## src/rtl/ly_pulse_stretch_pkg.sv

```systemverilog
// Shared constants and helpers for the anode-layer pulse stretcher.
// Saturating add keeps one guard bit so overflow is detected in a single adder.
package ly_pkg;

    localparam int LY_WIDTH = 112;
    localparam int CNT_W    = 3;
    localparam int HCNT_W   = 16;
    localparam int POP_W    = $clog2(LY_WIDTH + 1);

    function automatic logic [HCNT_W-1:0] sat_add(
        input logic [HCNT_W-1:0] acc,
        input logic [POP_W-1:0]  inc
    );
        logic [HCNT_W:0] w_sum;
        w_sum = {1'b0, acc} + (HCNT_W+1)'(inc);
        return w_sum[HCNT_W] ? {HCNT_W{1'b1}} : w_sum[HCNT_W-1:0];
    endfunction

endpackage

```

## src/rtl/ly_pulse_stretch_if.sv

```systemverilog
// Signal bundle between the layer one-shot stage, the stretcher and the pattern finder.
// No valid/ready: every signal is sampled or updated on every rising clock edge.
interface ly_pulse_stretch_if;
    import ly_pkg::*;

    logic [LY_WIDTH-1:0] lyr;
    logic [CNT_W-1:0]    ext_len;
    logic                trig_stop;
    logic                hcnt_clr;
    logic [LY_WIDTH-1:0] lys;
    logic                ly_any;
    logic [HCNT_W-1:0]   hcnt;

    modport master (
        output lyr, ext_len, trig_stop, hcnt_clr,
        input  lys, ly_any, hcnt
    );

    modport slave (
        input  lyr, ext_len, trig_stop, hcnt_clr,
        output lys, ly_any, hcnt
    );

endinterface

```

## src/rtl/ly_pulse_stretch_wire_stretch.sv

```systemverilog
// One wire of the stretcher: a down-counter holding the remaining extension and the output flop.
// lys_next is exposed so the layer OR can be registered on the same edge as lys.
module wire_stretch
    import ly_pkg::*;
(
    input  logic             clk,
    input  logic             rst,
    input  logic             hit,
    input  logic [CNT_W-1:0] ext_len,
    output logic             lys_next,
    output logic             lys
);

    logic [CNT_W-1:0] r_cnt;
    logic [CNT_W-1:0] w_cnt_next;
    logic             r_lys;

    // A hit always reloads, so a retrigger mid-window restarts it with the current ext_len.
    always_comb begin
        w_cnt_next = r_cnt;
        lys_next   = 1'b0;
        if (hit) begin
            w_cnt_next = ext_len;
            lys_next   = 1'b1;
        end else if (r_cnt != '0) begin
            w_cnt_next = r_cnt - 1'b1;
            lys_next   = 1'b1;
        end
    end

    always_ff @(posedge clk or posedge rst) begin
        if (rst) begin
            r_cnt <= '0;
            r_lys <= 1'b0;
        end else begin
            r_cnt <= w_cnt_next;
            r_lys <= lys_next;
        end
    end

    assign lys = r_lys;

endmodule

```

## src/rtl/ly_pulse_stretch.sv

```systemverilog
// Layer pulse stretcher: per-wire extenders, registered layer-OR and a saturating hit counter.
// trig_stop only masks new hits; windows already running drain on their own.
module ly_pulse_stretch
    import ly_pkg::*;
(
    input  logic               clk,
    input  logic               rst,
    ly_pulse_stretch_if.slave  bus
);

    logic [LY_WIDTH-1:0] w_accept;
    logic [LY_WIDTH-1:0] w_lys_next;
    logic [LY_WIDTH-1:0] w_lys;
    logic [POP_W-1:0]    w_pop;
    logic                r_ly_any;
    logic [HCNT_W-1:0]   r_hcnt;

    assign w_accept = bus.lyr & ~{LY_WIDTH{bus.trig_stop}};

    for (genvar g = 0; g < LY_WIDTH; g++) begin : g_wire
        wire_stretch u_wire (
            .clk      (clk),
            .rst      (rst),
            .hit      (w_accept[g]),
            .ext_len  (bus.ext_len),
            .lys_next (w_lys_next[g]),
            .lys      (w_lys[g])
        );
    end

    always_comb begin
        w_pop = '0;
        for (int i = 0; i < LY_WIDTH; i++) begin
            w_pop = w_pop + POP_W'(w_accept[i]);
        end
    end

    // Clear wins over the increment, so hits landing on the clear clock are discarded.
    always_ff @(posedge clk or posedge rst) begin
        if (rst) begin
            r_ly_any <= 1'b0;
            r_hcnt   <= '0;
        end else begin
            r_ly_any <= |w_lys_next;
            r_hcnt   <= bus.hcnt_clr ? '0 : sat_add(r_hcnt, w_pop);
        end
    end

    assign bus.lys    = w_lys;
    assign bus.ly_any = r_ly_any;
    assign bus.hcnt   = r_hcnt;

endmodule

```

## src/flat_wrapper.sv

```systemverilog
// flat-port wrapper written by rule: the top's interface ports become plain ports
module ly_pulse_stretch_flat import ly_pkg::*;
  (clk, rst, bus_lyr, bus_ext_len, bus_trig_stop, bus_hcnt_clr, bus_lys, bus_ly_any, bus_hcnt);
  ly_pulse_stretch_if bus_i ();
  input  logic clk;
  input  logic rst;
  input wire logic [$bits(bus_i.lyr)-1:0] bus_lyr;
  input wire logic [$bits(bus_i.ext_len)-1:0] bus_ext_len;
  input wire logic [$bits(bus_i.trig_stop)-1:0] bus_trig_stop;
  input wire logic [$bits(bus_i.hcnt_clr)-1:0] bus_hcnt_clr;
  output wire logic [$bits(bus_i.lys)-1:0] bus_lys;
  output wire logic [$bits(bus_i.ly_any)-1:0] bus_ly_any;
  output wire logic [$bits(bus_i.hcnt)-1:0] bus_hcnt;
  assign bus_i.lyr = bus_lyr;
  assign bus_i.ext_len = bus_ext_len;
  assign bus_i.trig_stop = bus_trig_stop;
  assign bus_i.hcnt_clr = bus_hcnt_clr;
  assign bus_lys = bus_i.lys;
  assign bus_ly_any = bus_i.ly_any;
  assign bus_hcnt = bus_i.hcnt;
  ly_pulse_stretch u_core (.clk(clk), .rst(rst), .bus(bus_i));
endmodule
```

## config.mk

```make
export PLATFORM = sky130hd
export DESIGN_NAME = ly_pulse_stretch_flat
export DESIGN_NICKNAME = d
export VERILOG_FILES = /design/src/rtl/ly_pulse_stretch_pkg.sv /design/src/rtl/ly_pulse_stretch_if.sv /design/src/rtl/ly_pulse_stretch_wire_stretch.sv /design/src/rtl/ly_pulse_stretch.sv /design/src/flat_wrapper.sv
export SDC_FILE = /design/constraint.sdc
export NUM_CORES = 1
export LEC_CHECK = 0
export ABC_AREA = 1
export CAP_MARGIN = 20
export CORE_ASPECT_RATIO = 0.7
export CORE_MARGIN = 3
export CORE_UTILIZATION = 45
export CTS_CLUSTER_DIAMETER = 100
export DETAILED_ROUTE_END_ITERATION = 7
export GPL_TIMING_DRIVEN = 0
export PLACE_DENSITY = 0.7
export SKIP_LAST_GASP = 1
export SLEW_MARGIN = 20
export SYNTH_ARGS = -nofsm -noshare
export SYNTH_HDL_FRONTEND = slang
export SYNTH_SLANG_ARGS = --single-unit
```

## constraint.sdc

```tcl
create_clock -name clk -period 20.7 [get_ports clk]
set_input_delay 2.07 -clock clk [delete_from_list [all_inputs] [get_ports clk]]
set_output_delay 2.07 -clock clk [all_outputs]
set_load 0.005 [all_outputs]
```

==> results of run 1 <==
## how the worst max path moves through the flow
| stage | cells past startpoint | to | slack (ns) |
|---|---|---|---|
| 5_1_grt | 31 | u_core.bus.hcnt[11]$_DFF_PP0_ | 9.61 |
| 2_1_floorplan | 1 | u_core.bus.hcnt[0]$_DFF_PP0_ | 5.66 |
| 6_report | 31 | u_core.bus.hcnt[11]$_DFF_PP0_ | 9.98 |
| 4_1_cts | 31 | u_core.bus.hcnt[11]$_DFF_PP0_ | 10.03 |
| 3_3_place_gp | 2 | u_core.g_wire[80].u_wire.r_cnt[0]$_DFFE_PP0P_ | -0.67 |
| 3_5_place_dp | 31 | u_core.bus.hcnt[11]$_DFF_PP0_ | 9.45 |
## through the flow
| stage | utilization | cells |
|---|---|---|
| 2_1_floorplan | - | 3354 |
| 3_3_place_gp | 0.515 | 4416 |
| 3_5_place_dp | 0.518 | 4421 |
| 4_1_cts | 0.545 | 4509 |
| 5_1_grt | 0.545 | 4511 |
| 6_report | 0.545 | 4512 |
## cell families after synthesis
kind of cell,count (synthesis)
AO/OA/AOI/OAI,692
buffers and inverters,961
AND/OR/NAND/NOR,762
flip-flops,465
adder cells (fa/ha/maj),350
XOR/XNOR,124
## state kept, by name, indices dropped and copies added (netlist names)
register	cells
u_core.g_wire.u_wire.lys	112
u_core.bus.hcnt	16
u_core.bus.ly_any	1
u_core.g_wire.u_wire.r_cnt	336
## layout make-up
| type | instances | area, um2 | area share |
|---|---|---|---|
| Clock buffer | 72 | 1450 | 0.0427 |
| Multi-Input combinational cell | 1928 | 12900 | 0.381 |
| Inverter | 799 | 3010 | 0.0888 |
| Sequential cell | 465 | 11600 | 0.344 |
| Clock inverter | 16 | 238 | 0.00702 |
| Timing Repair Buffer | 248 | 2570 | 0.0759 |
| Tap cell | 819 | 1020 | 0.0303 |
| Buffer | 162 | 1050 | 0.0311 |
| Antenna cell | 3 | 7.51 | 0.000222 |
## critical path, delay by kind of cell
| kind | cells | cell delay [ns] |
|---|---|---|
| adder cells (fa/ha/maj) | 13 | 6.21 |
| AND/OR/NAND/NOR | 10 | 1.35 |
| buffers and inverters | 5 | 0.92 |
| AO/OA/AOI/OAI | 2 | 0.35 |
| XOR/XNOR | 1 | 0.29 |
## layer usage
layer / part of all wire / routed length (um) / vias to the layer above
li1: - / - / 10900
met1: 0.47 / 35800 / 10500
met2: 0.42 / 32300 / 744
met3: 0.080 / 6100 / 125
met4: 0.028 / 2160 / 0
met5: 0 / 0 / -
## cell usage in the layout, fill, tap and decap left out, types with 2 or more instances in the layout
cell type          n
xnor2_1          122
nand3_1           17
clkbuf_1          46
nand2_2            2
buf_1              3
and2_1             3
inv_6              2
diode_2            3
nand3b_1           3
nand4_1            5
ha_1             249
o22ai_1          108
clkdlybuf4s50_1  243
nor3_1             8
buf_16             5
clkbuf_8           9
nand2_1          456
clkinv_2           8
buf_4            116
buf_2              9
nor2_1           266
a31oi_1          108
a21oi_1          129
bufinv_16          6
xor2_1             2
inv_1            798
clkbuf_16         51
dfrtp_1          465
o21ai_0          346
fa_1             101
==> results.md, run 1 <==
* Compound-Gate Fraction of Synth Area at 0.131
* Die area at 66600 um2
* Die X at between 300 and 400 um
* Headroom to the max-slew limit at 0.313
* Simple-gate portion of the synthesized area at 0.103
* Initial DRC count at 2069
* Post-route cell area at 33900 um2
* DPL Wire Length at roughly 57000 um
* Total grt overflow at 0
* Place WS at 9.45 ns
* Syn. warnings at 0
* Final WS setup at 9.98 ns
* Met2 Use GR at 0.336
* Core ar. at between 60000 and 70000 um2
* XOR/XNOR share of the synthesized area at 0.0380
* Largest net degree at the start of global routing at just over 100
* Antenna violations before repair at 3
* Fin. Hold Viols at 0
* Clock transition at the registers of the reported paths at around 0.060 ns
* Hold Path End: u_core.g_wire[32].u_wire.r_cnt[2]$_DFFE_PP0P_
* CP Class: input port to flip-flop
* Top Usage Layer GRT: met1
* CTS tree: yes
* Syn avg cell area at 8.52 um2
* Vias in the first global route at 21.3k
* Initial core utilization at 0.460
* Startpoint Class: input port
* Crit-path slowest cell: fa_1
* Io pins at 248
* Worst clock skew at 0.0293 ns
* Average wire per standard cell at 16.9 um
* Post-synthesis sequential area ratio at 0.407
* Root buf cell: clkbuf_16
* CP arrival at 11.20 ns
* First-pass GRT wire length at 119000 um
* Worst hold path cell count at 2
* CP max FO at 10
* Residual DRC at 0
* Worst slew pin tran at 1.03 ns
* Post-synthesis register bit count at 465
* Synth area leader: dfrtp_1
* Vias per cell at 4.94
* R2R Setup Slk at 18.33 ns
* Synth area leaders: dfrtp_1, ha_1, inv_1
* Yosys top cell area share at 0.407
* Port bufs at 243
* F_max at 93.2 MHz
* Worst-case reg-to-reg path depth at 11
* Req. time, crit path at 21.17 ns
* Antenna Nets Post-Route at 0
* Most frequent cell after synthesis: inv_1
* Post-DP Area at 32200 um2
* Min Clock Period, post-route at 10.72 ns
* Area delta synth->final at 18.5%
* MaxCap Viol Count at 0
* Fillers at around 5.7k
* Die Ht at 217 um
* Final WL at between 70000 and 80000 um
* Critical path origin: bus_lyr[1]
* Site Rows at 76
* Mapped Area at 28600 um2
* # setup viols final at 0
* Largest family of logic cells by synthesized area: adder cells
* Post-synth net total at 3823
* Worst-skew pair later-pin latency at 0.60 ns
* EDFF count, synth at 0
* CP dominant cell by count: fa_1
* Hold Crit Start: u_core.g_wire[32].u_wire.r_cnt[2]$_DFFE_PP0P_
* Hold slack at 0.568 ns
* Max incr delay on CP at between 0.6 and 0.7 ns
* CP Capture Type: flip-flop
* Via count at roughly 22k
* Met3 Track Usage GR at 0.0457
* Synth cell count leaders: inv_1, dfrtp_1, nand2_1
* PostCTS Resize Cnt at 0
* Fin crit share at 0.518
* Adder-cell share of the synthesized area at 0.180
* Async SR Flop Fraction at 1.00
* Num CTS Buffers at 49
* Reg2reg end: u_core.bus.hcnt[11]$_DFF_PP0_
* Top FF cell, synth: dfrtp_1
* Clock sinks at 465
* Layout cells sized above 1 at 0.0572
* HP Class: flip-flop to flip-flop
* Clock buffer depth at 3
* First drt pass iteration count at 6
* Synth cell types at 25
* M1 GR Usage at 0.341
* Multiplexer share of the synthesized area at 0
* Setup TNS Final at 0 ns
* Routability cong. at 0.893
* RSZ-0062 raised after global routing: no
* Cells after Synth at around 3.4k
* Worst r2r src: u_core.bus.hcnt[0]$_DFF_PP0_
* Tot GR Track Use at 0.229
* Post-CTS Setup Inserts at 0
* Nets at around 4.1k
* Cts hold-fix bufs at 0
* CTS H-Tree Depth at 2
* Outcome: finished, final reports clean
* Slew Viols, Final at 0
Power of run 1 is left out: the tool's default activity adds up to more than one toggle a clock period on the data nets, which glitch-free logic cannot reach.
==> run 2, diff against run 1 <==
PLACE_DENSITY = 0.72   (was 0.7)
clock period = 9.4 ns   (was 20.7 ns; I/O delays follow)
==> results.md, run 2 (synthesized netlist as in run 1, its figures left out) <==
* R2R Setup Slk at 7.28 ns (-11.05 ns)
* Worst r2r src: u_core.bus.hcnt[0]$_DFF_PP0_
* Die X at 307 um (unchanged)
* Worst-skew pair later-pin latency at 0.60 ns (about the same)
* Largest register by flop count: u_core.g_wire.u_wire.r_cnt
* Average wire per standard cell at 16.8 um (-0.99%)
* Setup TNS Final at 0 ns (unchanged)
* Initial DRC count at 2049 (-0.97%)
* Core ar. at 62200 um2 (unchanged)
* Reg2reg end: u_core.bus.hcnt[11]$_DFF_PP0_
* Vias in the first global route at 21.4k (+0.36%)
* Req. time, crit path at 9.94 ns (-11.23 ns)
* Fin crit share at 0.961
* Worst slew pin tran at 1.09 ns (+0.0565 ns)
* Critical path origin: bus_trig_stop
* Die Ht at 217 um (unchanged)
* Tot GR Track Use at 0.226 (-0.00292)
* F_max at 111 MHz
* Die area at 66600 um2 (unchanged)
* # setup viols final at 0 (unchanged)
* Residual DRC at 0 (unchanged)
* Max incr delay on CP at 0.65 ns (+0.02 ns)
* Via count at 22.4k (+0.50%)
* RSZ-0062 raised after global routing: no
* Most frequent cells in the layout: inv_1, dfrtp_1, nand2_1, o21ai_0, nor2_1
* First-pass GRT wire length at 118000 um (-0.72%)
* CTS H-Tree Depth at 2 (unchanged)
* Outcome: finished, final reports clean
* Initial core utilization at 0.460 (unchanged)
* Nets at 4133 (+0.27%)
* Commonest non-fill, non-tap cell in the layout: inv_1
* Clock sinks at 465 (unchanged)
* Site Rows at 76 (unchanged)
* Post-CTS Setup Inserts at 0 (unchanged)
* CP Class: input port to flip-flop
* Fillers at 5565 (-1.9%)
* Antenna Nets Post-Route at 0 (unchanged)
* CP Capture Type: flip-flop
* Startpoint Class: input port
* Max FFs per register at 336 (unchanged)
* Fin. Hold Viols at 0 (unchanged)
* CP max FO at 10 (unchanged)
* HP Class: flip-flop to flip-flop
* Antenna violations before repair at 3 (unchanged)
* Slew Viols, Final at 0 (unchanged)
* Hold slack at 0.568 ns (-0.000336 ns)
* DPL Wire Length at 58200 um (+1.5%)
* Num CTS Buffers at 49 (unchanged)
* Vias per cell at 4.95 (+0.28%)
* Clock buffer depth at 3 (unchanged)
* CP arrival at 9.57 ns (-1.63 ns)
* Root buf cell: clkbuf_16
* Port bufs at 243 (unchanged)
* Io pins at 248 (unchanged)
* Final WL at 75800 um (-0.77%)
* CTS tree: yes
* Crit-path slowest cell: fa_1
* Min Clock Period, post-route at around 9.0 ns
* Headroom to the max-slew limit at 0.276 (-0.0376)
* Clock transition at the registers of the reported paths at 0.06 ns (about the same)
* Total grt overflow at 0 (unchanged)
* MaxCap Viol Count at 0 (unchanged)
* Routability cong. at 0.897 (+0.48%)
* Layout cells sized above 1 at 0.0657 (+0.00848)
* First drt pass iteration count at 6 (unchanged)
* Largest net degree at the start of global routing at 33 (-68%)
* Worst-case reg-to-reg path depth at 11 (unchanged)
* CP dominant cell by count: fa_1
* Area delta synth->final at 19.4%
* Worst clock skew at 0.0122 ns (-0.0171 ns)
* Final core occ at 0.549 (+0.00388)
* Worst setup path end: u_core.bus.hcnt[11]$_DFF_PP0_
run 2: timing repair:
item	4_1_cts	5_1_grt
gates resized for setup	2	30
endpoints found under the setup margin	1	16
pin swaps	0	0
hold buffers	0	0
run 2: routing by layer:
layer  global-route usage  routed length, um
met5                    0                  0
met4               0.0472               1240
met3               0.0385               6070
met2                0.343              32800
met1                0.341              35700
run 2: final cells by class:
cell class	count	area (um2)	share of cell area
clock inverter	10	131	0.00385
tap	819	1020	0.0300
multi-input combinational	1928	13000	0.380
buffer	162	1070	0.0313
antenna	2	5.00	0.000147
sequential	465	11600	0.341
clock buffer	78	1530	0.0448
timing repair buffer	259	2760	0.0809
inverter	799	3000	0.0880
run 2: worst min path at each step:
stage | startpoint | end | slack, ns | cells after the start
after floorplan | u_core.g_wire[0].u_wire.r_cnt[1]$_DFFE_PP0P_ | u_core.g_wire[0].u_wire.r_cnt[1]$_DFFE_PP0P_ | 0.52 | 2
after global placement | u_core.g_wire[21].u_wire.r_cnt[1]$_DFFE_PP0P_ | u_core.g_wire[21].u_wire.r_cnt[1]$_DFFE_PP0P_ | 0.55 | 2
after detailed placement | u_core.g_wire[0].u_wire.r_cnt[1]$_DFFE_PP0P_ | u_core.g_wire[0].u_wire.r_cnt[1]$_DFFE_PP0P_ | 0.55 | 2
after CTS | u_core.g_wire[0].u_wire.r_cnt[1]$_DFFE_PP0P_ | u_core.g_wire[0].u_wire.r_cnt[1]$_DFFE_PP0P_ | 0.57 | 2
after global routing | u_core.g_wire[21].u_wire.r_cnt[1]$_DFFE_PP0P_ | u_core.g_wire[21].u_wire.r_cnt[1]$_DFFE_PP0P_ | 0.59 | 2
final | u_core.g_wire[63].u_wire.r_cnt[2]$_DFFE_PP0P_ | u_core.g_wire[63].u_wire.r_cnt[2]$_DFFE_PP0P_ | 0.57 | 2
run 2: stage by stage:
step	std cells	setup WS [ns]	instance area, um2
floorplan	3354	0.667	28600
global route	4522	0.0391	34100
finish	4522	0.364	34100
CTS	4520	0.000351	34000
global placement	4416	-1.29	32000
detailed placement	4432	-0.663	32400
run 2: critical path: cells and delay by family:
family          cells  cell delay [ns]
buf+inv             9             1.10
xor+xnor            1             0.17
simple gates       10             1.11
compound gates      2             0.28
fa+ha+maj          12             5.97
Power of run 2 is left out for the same reason.
